### src/rtl/pipeline_ctrl_if.sv
// ---------------------------------------------------------------------------
// pipeline_ctrl_if
// Bundle of the signals that connect the pipeline stall/flush scheduler to the
// rest of the core.
//   Requests into the scheduler:
//     if_wait, mem_wait      - AXI fetch / data access still outstanding
//     stcl_lw, stcl_jmp      - load-use / branch-operand hazard stalls
//     div_busy               - multi-cycle divider occupying EXE
//     exc_req, eret_req      - exception / ERET committed by the MEM stage
//     exc_vector, epc        - redirect targets (32 bit)
//   Controls out of the scheduler:
//     stall[4:0], bubble[4:0] - per-register hold / NOP insert
//                               (bit0 PC, 1 IF/ID, 2 ID/EXE, 3 EXE/MEM, 4 MEM/WB)
//     flush                  - clear IF/ID, ID/EXE, EXE/MEM
//     new_pc_valid, new_pc   - one-cycle PC redirect strobe and target
//     stall_cnt              - saturating count of PC-stalled cycles
// The master modport is the pipeline side, the slave modport is the scheduler.
// ---------------------------------------------------------------------------
interface pipeline_ctrl_if;
  logic        if_wait;
  logic        mem_wait;
  logic        stcl_lw;
  logic        stcl_jmp;
  logic        div_busy;
  logic        exc_req;
  logic        eret_req;
  logic [31:0] exc_vector;
  logic [31:0] epc;
  logic [4:0]  stall;
  logic [4:0]  bubble;
  logic        flush;
  logic        new_pc_valid;
  logic [31:0] new_pc;
  logic [31:0] stall_cnt;

  modport master (
    output if_wait, mem_wait, stcl_lw, stcl_jmp, div_busy,
           exc_req, eret_req, exc_vector, epc,
    input  stall, bubble, flush, new_pc_valid, new_pc, stall_cnt
  );

  modport slave (
    input  if_wait, mem_wait, stcl_lw, stcl_jmp, div_busy,
           exc_req, eret_req, exc_vector, epc,
    output stall, bubble, flush, new_pc_valid, new_pc, stall_cnt
  );
endinterface

### src/rtl/pipeline_ctrl.sv
// ---------------------------------------------------------------------------
// pipeline_ctrl
// Central stall/flush scheduler for the five-stage pipeline.
//   clk    - system clock, rising edge
//   rst_n  - synchronous active-low reset; also forces all controls low
//            combinationally while asserted
//   bus    - pipeline_ctrl_if.slave: stall requests and redirect requests in,
//            hold/bubble/flush controls, PC redirect and stall counter out
//
// In RUN the deepest stalled stage wins: everything upstream of it holds and
// the register just downstream of it takes a bubble. An exception/ERET is only
// accepted while the MEM-stage data access is idle. If an instruction fetch is
// still outstanding at that point, the redirect waits in DRAIN until the AXI
// read returns, so the fetch is never cancelled mid-flight; REDIRECT then
// emits the new PC and flushes the stale fetched word.
// ---------------------------------------------------------------------------
module pipeline_ctrl (
  input  logic            clk,
  input  logic            rst_n,
  pipeline_ctrl_if.slave  bus
);

  typedef enum logic [1:0] {
    ST_RUN      = 2'd0,
    ST_DRAIN    = 2'd1,
    ST_REDIRECT = 2'd2
  } state_e;

  localparam logic [31:0] CNT_MAX = 32'hFFFF_FFFF;

  state_e      state_q, state_d;
  logic [31:0] target_q, target_d;
  logic [31:0] stall_cnt_q, stall_cnt_d;

  logic        accept_s;
  logic [4:0]  stall_s;
  logic [4:0]  bubble_s;
  logic        flush_s;
  logic        new_pc_valid_s;
  logic [31:0] new_pc_s;

  // A redirect can only be taken from RUN and never while a data access is
  // outstanding in MEM (the faulting/ERET instruction must be able to retire).
  assign accept_s = (state_q == ST_RUN) &&
                    (bus.exc_req || bus.eret_req) &&
                    !bus.mem_wait;

  // State register, latched redirect target and stall counter.
  always_ff @(posedge clk) begin
    if (!rst_n) begin
      state_q     <= ST_RUN;
      target_q    <= 32'd0;
      stall_cnt_q <= 32'd0;
    end else begin
      state_q     <= state_d;
      target_q    <= target_d;
      stall_cnt_q <= stall_cnt_d;
    end
  end

  // Next-state and target-latch logic.
  always_comb begin
    state_d  = state_q;
    target_d = target_q;
    case (state_q)
      ST_RUN: begin
        if (accept_s) begin
          // exc_req outranks eret_req when both are raised together.
          if (bus.exc_req) begin
            target_d = bus.exc_vector;
          end else begin
            target_d = bus.epc;
          end
          if (bus.if_wait) begin
            state_d = ST_DRAIN;
          end else begin
            state_d = ST_REDIRECT;
          end
        end else begin
          state_d = ST_RUN;
        end
      end
      ST_DRAIN: begin
        // Hold the redirect until the outstanding fetch has returned.
        if (!bus.if_wait) begin
          state_d = ST_REDIRECT;
        end else begin
          state_d = ST_DRAIN;
        end
      end
      ST_REDIRECT: begin
        state_d = ST_RUN;
      end
      default: begin
        state_d = ST_RUN;
      end
    endcase
  end

  // Output decode: hold/bubble/flush plus the redirect strobe.
  always_comb begin
    stall_s        = 5'b00000;
    bubble_s       = 5'b00000;
    flush_s        = 1'b0;
    new_pc_valid_s = 1'b0;
    new_pc_s       = 32'd0;
    if (!rst_n) begin
      // Everything stays quiet while reset is asserted.
      stall_s        = 5'b00000;
      bubble_s       = 5'b00000;
      flush_s        = 1'b0;
      new_pc_valid_s = 1'b0;
      new_pc_s       = 32'd0;
    end else begin
      case (state_q)
        ST_RUN: begin
          if (accept_s) begin
            // The MEM instruction retires; everything younger is flushed.
            // The PC is only held if a fetch is still in flight.
            flush_s  = 1'b1;
            bubble_s = 5'b10000;
            stall_s  = {4'b0000, bus.if_wait};
          end else if (bus.mem_wait) begin
            stall_s  = 5'b01111;
            bubble_s = 5'b10000;
          end else if (bus.div_busy) begin
            stall_s  = 5'b00111;
            bubble_s = 5'b01000;
          end else if (bus.stcl_lw || bus.stcl_jmp) begin
            stall_s  = 5'b00011;
            bubble_s = 5'b00100;
          end else if (bus.if_wait) begin
            stall_s  = 5'b00001;
            bubble_s = 5'b00010;
          end else begin
            stall_s  = 5'b00000;
            bubble_s = 5'b00000;
          end
        end
        ST_DRAIN: begin
          stall_s = 5'b00001;
        end
        ST_REDIRECT: begin
          // Registered-state decode only; flush drops the stale fetched word.
          flush_s        = 1'b1;
          new_pc_valid_s = 1'b1;
          new_pc_s       = target_q;
        end
        default: begin
          stall_s  = 5'b00000;
          bubble_s = 5'b00000;
        end
      endcase
    end
  end

  // Saturating count of cycles in which the PC is held.
  always_comb begin
    if (stall_s[0] && (stall_cnt_q != CNT_MAX)) begin
      stall_cnt_d = stall_cnt_q + 32'd1;
    end else begin
      stall_cnt_d = stall_cnt_q;
    end
  end

  assign bus.stall        = stall_s;
  assign bus.bubble       = bubble_s;
  assign bus.flush        = flush_s;
  assign bus.new_pc_valid = new_pc_valid_s;
  assign bus.new_pc       = new_pc_s;
  assign bus.stall_cnt    = stall_cnt_q;

endmodule

### src/flat_wrapper.sv
// flat-port wrapper written by rule: the top's interface ports become plain ports
module pipeline_ctrl_flat 
  (clk, rst_n, bus_if_wait, bus_mem_wait, bus_stcl_lw, bus_stcl_jmp, bus_div_busy, bus_exc_req, bus_eret_req, bus_exc_vector, bus_epc, bus_stall, bus_bubble, bus_flush, bus_new_pc_valid, bus_new_pc, bus_stall_cnt);
  pipeline_ctrl_if bus_i ();
  input  logic clk;
  input  logic rst_n;
  input wire logic [$bits(bus_i.if_wait)-1:0] bus_if_wait;
  input wire logic [$bits(bus_i.mem_wait)-1:0] bus_mem_wait;
  input wire logic [$bits(bus_i.stcl_lw)-1:0] bus_stcl_lw;
  input wire logic [$bits(bus_i.stcl_jmp)-1:0] bus_stcl_jmp;
  input wire logic [$bits(bus_i.div_busy)-1:0] bus_div_busy;
  input wire logic [$bits(bus_i.exc_req)-1:0] bus_exc_req;
  input wire logic [$bits(bus_i.eret_req)-1:0] bus_eret_req;
  input wire logic [$bits(bus_i.exc_vector)-1:0] bus_exc_vector;
  input wire logic [$bits(bus_i.epc)-1:0] bus_epc;
  output wire logic [$bits(bus_i.stall)-1:0] bus_stall;
  output wire logic [$bits(bus_i.bubble)-1:0] bus_bubble;
  output wire logic [$bits(bus_i.flush)-1:0] bus_flush;
  output wire logic [$bits(bus_i.new_pc_valid)-1:0] bus_new_pc_valid;
  output wire logic [$bits(bus_i.new_pc)-1:0] bus_new_pc;
  output wire logic [$bits(bus_i.stall_cnt)-1:0] bus_stall_cnt;
  assign bus_i.if_wait = bus_if_wait;
  assign bus_i.mem_wait = bus_mem_wait;
  assign bus_i.stcl_lw = bus_stcl_lw;
  assign bus_i.stcl_jmp = bus_stcl_jmp;
  assign bus_i.div_busy = bus_div_busy;
  assign bus_i.exc_req = bus_exc_req;
  assign bus_i.eret_req = bus_eret_req;
  assign bus_i.exc_vector = bus_exc_vector;
  assign bus_i.epc = bus_epc;
  assign bus_stall = bus_i.stall;
  assign bus_bubble = bus_i.bubble;
  assign bus_flush = bus_i.flush;
  assign bus_new_pc_valid = bus_i.new_pc_valid;
  assign bus_new_pc = bus_i.new_pc;
  assign bus_stall_cnt = bus_i.stall_cnt;
  pipeline_ctrl u_core (.clk(clk), .rst_n(rst_n), .bus(bus_i));
endmodule
### config.mk
export PLATFORM = sky130hd
export DESIGN_NAME = pipeline_ctrl_flat
export DESIGN_NICKNAME = d
export VERILOG_FILES = /design/src/rtl/pipeline_ctrl_if.sv /design/src/rtl/pipeline_ctrl.sv /design/src/flat_wrapper.sv
export SDC_FILE = /design/constraint.sdc
export NUM_CORES = 1
export LEC_CHECK = 0
export BUFFER_PORTS_ARGS = -buffer_cell sky130_fd_sc_hd__buf_4
export CAP_MARGIN = 5
export CORE_MARGIN = 2
export CORE_UTILIZATION = 45
export DETAILED_ROUTE_END_ITERATION = 7
export PLACE_DENSITY = 0.85
export SYNTH_ARGS = -nofsm -noshare
export SYNTH_HDL_FRONTEND = slang
export SYNTH_SLANG_ARGS = --single-unit
### constraint.sdc
create_clock -name clk -period 2.7 [get_ports clk]
set_input_delay 0.135 -clock clk [delete_from_list [all_inputs] [get_ports clk]]
set_output_delay 0.135 -clock clk [all_outputs]
set_load 0.02 [all_outputs]
# Word-level counts from Yosys, hierarchy flattened
# Cells that the tools add are included.
[op_classes] n_reduce_logical=8 n_addsub=1 mux=25 eq_ne=3
[op_table] op="2-to-1 mux 32 bit" n=3
[op_table] op="2-to-1 mux 5 bit" n=11
[op_table] op="adder 32 x 1 -> 32 bit, second input constant" n=1
[op_table] op="inequality test 32 bit, second input constant" n=1
[op_table] op="one-hot mux 5 bit (2 select lines)" n=1
[op_table] op="2-to-1 mux 2 bit" n=3
[op_table] op="2-to-1 mux 1 bit" n=5
[op_table] op="one-hot mux 2 bit (2 select lines)" n=1
[op_table] op="logical AND 1 bit" n=3
[op_table] op="equality test 2 x 1 -> 1 bit, second input constant" n=1
[op_table] op="equality test 2 bit, second input constant" n=1
[op_table] op="zero test 2 bit" n=1
[op_table] op="logical OR 1 bit" n=2
[op_table] op="one-hot mux 1 bit (2 select lines)" n=1
[op_table] op="AND reduction 2 bit" n=1
[op_table] op="zero test 1 bit" n=1
[totals] reg_bits=66 in_bits=73 out_inout_bits=76 wordCells=40

# Depth between registers and ports, before layout
[logic_depth] depth_word=8 mapped_depth=8

# Worst setup path after synthesis
# No wires, ideal clock.
[synth_timing] kind="register to register" from="reg u_core.stall_cnt_q[0], in the netlist u_core.bus.stall_cnt[0]" to="reg u_core.stall_cnt_q[8], in the netlist u_core.bus.stall_cnt[8]" path_buffers=1 setup_time_ns=0.115 arrival_ns=2.100 setup_slack_ns=0.485 t_required_ns=2.585 path_stages_with_launch=8 cell_sequence="dfxtp_1 ha_1 nand3_1 or4_4 nor3_4 buf_6 nor4_1 o21a_1"
[synth_between] elab_chain_cells=2 word_cells_on_any_way=3 cone_classes="add/sub: 1; eq/ne: 1; reduce/logical: 1"
[synth_rtl] item="start, declared" line="pipeline_ctrl.sv:33" rtl="logic [31:0] stall_cnt_q, stall_cnt_d;"
[synth_rtl] item="start signal, assigned" line="pipeline_ctrl.sv:57" rtl="stall_cnt_q <= stall_cnt_d;"
[synth_rtl] item="branches (longest 2 deep; another with adder 32 x 1 -> 32 bit)"
# Parallel ways; which one is timed is not known.
# A chain may end at the register's enable or synchronous reset.

# Worst setup path in the final report
# Same ends and word-level chain as after synthesis.

==> results.md <==
- Post-route cell area: slightly below 0.005 mm^2
- Overall Power: 2.230 mW
- Register area share after synthesis: 0.3713
- Final wirelength: around 9.9 mm
- Fmax: ~0.43 GHz
- Ranking of synthesized cells by area: dfxtp_1 (37%), mux2i_1 (10%), a211oi_1 (6.8%)
- Hold buffer count at CTS: 1
- GRT overflow: 0
- Via density: 5.458
- Layout Utilization: 0.6403
- Slew of the pin with the lowest slew margin: ~0.78 ns
- Num ports: between 100 and 150
- Aggregate global-route resource usage: 0.2291
- Post-route DRC: 0
- Storage cell area: roughly 0.0013 mm^2
- Post_cts resized: 0
- WHS Path Cells: 3
- Largest net degree at the start of global routing: 65
- Non-filler cells, final: ~660
- Post-synth EDFFs: 0
- Final setup vio count: 0
- Detailed Routing Iterations Pass 1: 4
- Top_reg_cell synth: dfxtp_1
- Starting density of the core: 0.4629
- Crit-path max FO: 10
- Clock period minus worst slack: between 2 and 2.5 ns
- Number of setup buffers added after CTS: 0
- Clock buffer count from CTS: 9
- Headroom to the max-slew limit: 0.4826
- Initial DRC Count: around 140
- Reg2Reg Depth: 7
- Post-Syn Area: around 0.0036 mm^2
- Synth Instances: between 400 and 500
- Hold crit path type: in -> reg
- FFs w/ async S/R, synth: 0
- Fin nets: around 630
- Post-synth top area share: 0.3713
- TNS Setup: 0 ns
- Vias in the first global route: between 3,000 and 4,000
- Root Buffer: clkbuf_8
- Buffers on Ports: roughly 150
- Startpoint Class: register
- Leak: 2.090 nW
- Placed insts: approximately 640
- Via count: roughly 3,600
- Area of the multi-input gates: roughly 0.0021 mm^2
- Share of cells above drive strength 1: 0.3447
- Worst VDD drop: approximately 0.24 mV
- Hold WS: between 0.1 and 0.15 ns
- Die Wd: slightly above 90 um
- Post-synth top cells: dfxtp_1 (66), nor2_1 (53), mux2i_1 (37), and2_1 (35), a211oi_1 (32)
- Final slew viol count: 0
- Pwr dens: about 450 mW/mm^2
- H-tree depth: 3
- DR WL/cell: approximately 15 um
- RSZ-0062 raised after global routing: no
- Critical Path RT: a little under 3 ns
- Library cells used by synthesis: 47
- # fillers: 649
- Worst-case clock buffer depth: 2
- Clock Sink Count: 66
- Yosys top cell by area: dfxtp_1
- Die Ht: approximately 93 um
- Number of diodes: 0
- Final worst setup slack: 0.3555 ns
- Tcrit/Tclk final: 0.8683
- Clock transition at path regs: roughly 0.070 ns
- Gp weighted congestion: around 0.81
- Worst-Skew Late Latency: ~0.35 ns
- Layout Area Growth over Synthesis: 38.33%
- First-pass GRT wire length: around 16 mm
- Flops & latches, synth: 66
- Antenna Nets Post-Route: 0
- TritonCTS clock tree: built
- Max Cap Viol: 0
- Die area: approximately 0.0086 mm^2
- Antenna violations before repair: 0
- DP Area: roughly 0.0047 mm^2
- Post-Place Setup Slack: just under 0.4 ns
- Core ar.: about 0.0077 mm^2
- Outcome: completed
- Final hold vios: 0
- Mapped Avg Cell Area: ~8.6 um^2
- Setup CP Type: reg -> reg
- Crit. End Element: register
- Yosys synthesis warning count: 0
- Core Rows: 32
- DPL Wire Length: between 7 and 8 mm
- Critical Path AT: around 2.6 ns
- Clk_skew: ~0.012 ns
- Most numerous cell in the Yosys netlist: dfxtp_1
[routing by layer]
layer  routed length [um]  share of wire  global-route usage  vias to the layer above
li1                     -              -                   -                     1797
met1                 3986           0.40              0.2632                     1666
met2                 4995           0.51              0.3961                      121
met3                  715          0.072             0.07323                       13
met4                  189          0.019             0.08578                        0
met5                    0              0                   0                        -
[cell families after synthesis]
| family | Yosys count | share of synthesized area |
|---|---|---|
| and+or+nand+nor | 173 | 0.2806 |
| AOI/OAI and AO/OA | 99 | 0.1916 |
| DFF | 66 | 0.3713 |
| muxes | 37 | 0.1041 |
| buffers and inverters | 36 | 0.04782 |
| adders and majority gates | 1 | 0.003516 |
| other | 1 | 0.001054 |
[state kept, by name, indices dropped and copies added (netlist names)]
register and cells:
u_core.bus.stall_cnt 32, u_core.state_q 2, u_core.target_q 32
[layout by cell type (no fill, tap or decap), types with 13 or more instances in the layout]
| cell | instances |
|---|---|
| a21oi_1 | 19 |
| a211oi_1 | 32 |
| mux2i_1 | 37 |
| o31ai_1 | 13 |
| dfxtp_1 | 66 |
| and2_1 | 35 |
| nor2_1 | 52 |
| buf_4 | 156 |
| nand2_1 | 20 |
| o21ai_0 | 15 |
[layout make-up]
class	instances	share of cell area
multi-input cells	312	0.4232
flip-flops and latches	66	0.2684
repair buffers	157	0.2400
clock buffers	11	0.02669
well taps	102	0.02593
clock inverters	5	0.01118
inverters	6	0.004575
[worst paths after layout]
check | from | endpoint | slack, ns
worst max register to register | u_core.bus.stall_cnt[0]$_SDFFE_PN0P_ | u_core.bus.stall_cnt[8]$_SDFFE_PN0P_ | 0.36
worst min-delay path | bus_epc[1] | u_core.target_q[1]$_SDFFE_PN0P_ | 0.13
worst max-delay path | u_core.bus.stall_cnt[0]$_SDFFE_PN0P_ | u_core.bus.stall_cnt[8]$_SDFFE_PN0P_ | 0.36
worst min register to register | u_core.target_q[1]$_SDFFE_PN0P_ | u_core.target_q[1]$_SDFFE_PN0P_ | 0.49
[worst max-delay path, cell delays in order (launching register included)]
cell and delay, ns:
dfxtp_1 0.42, ha_1 0.20, nand3_1 0.20, or4_4 0.59
nor3_4 0.34, buf_4 0.24, nor4_1 0.06, o21a_1 0.18
[where the power goes]
part	leakage, nW	switching [mW]	internal (mW)	total [mW]
Clock	0.0893	0.386	0.424	0.810
Combinational	1.46	0.187	0.174	0.361
Sequential	0.539	0.0323	1.03	1.06
Total	2.09	0.606	1.62	2.23
Note: power is estimated with default switching activity, not from simulation.
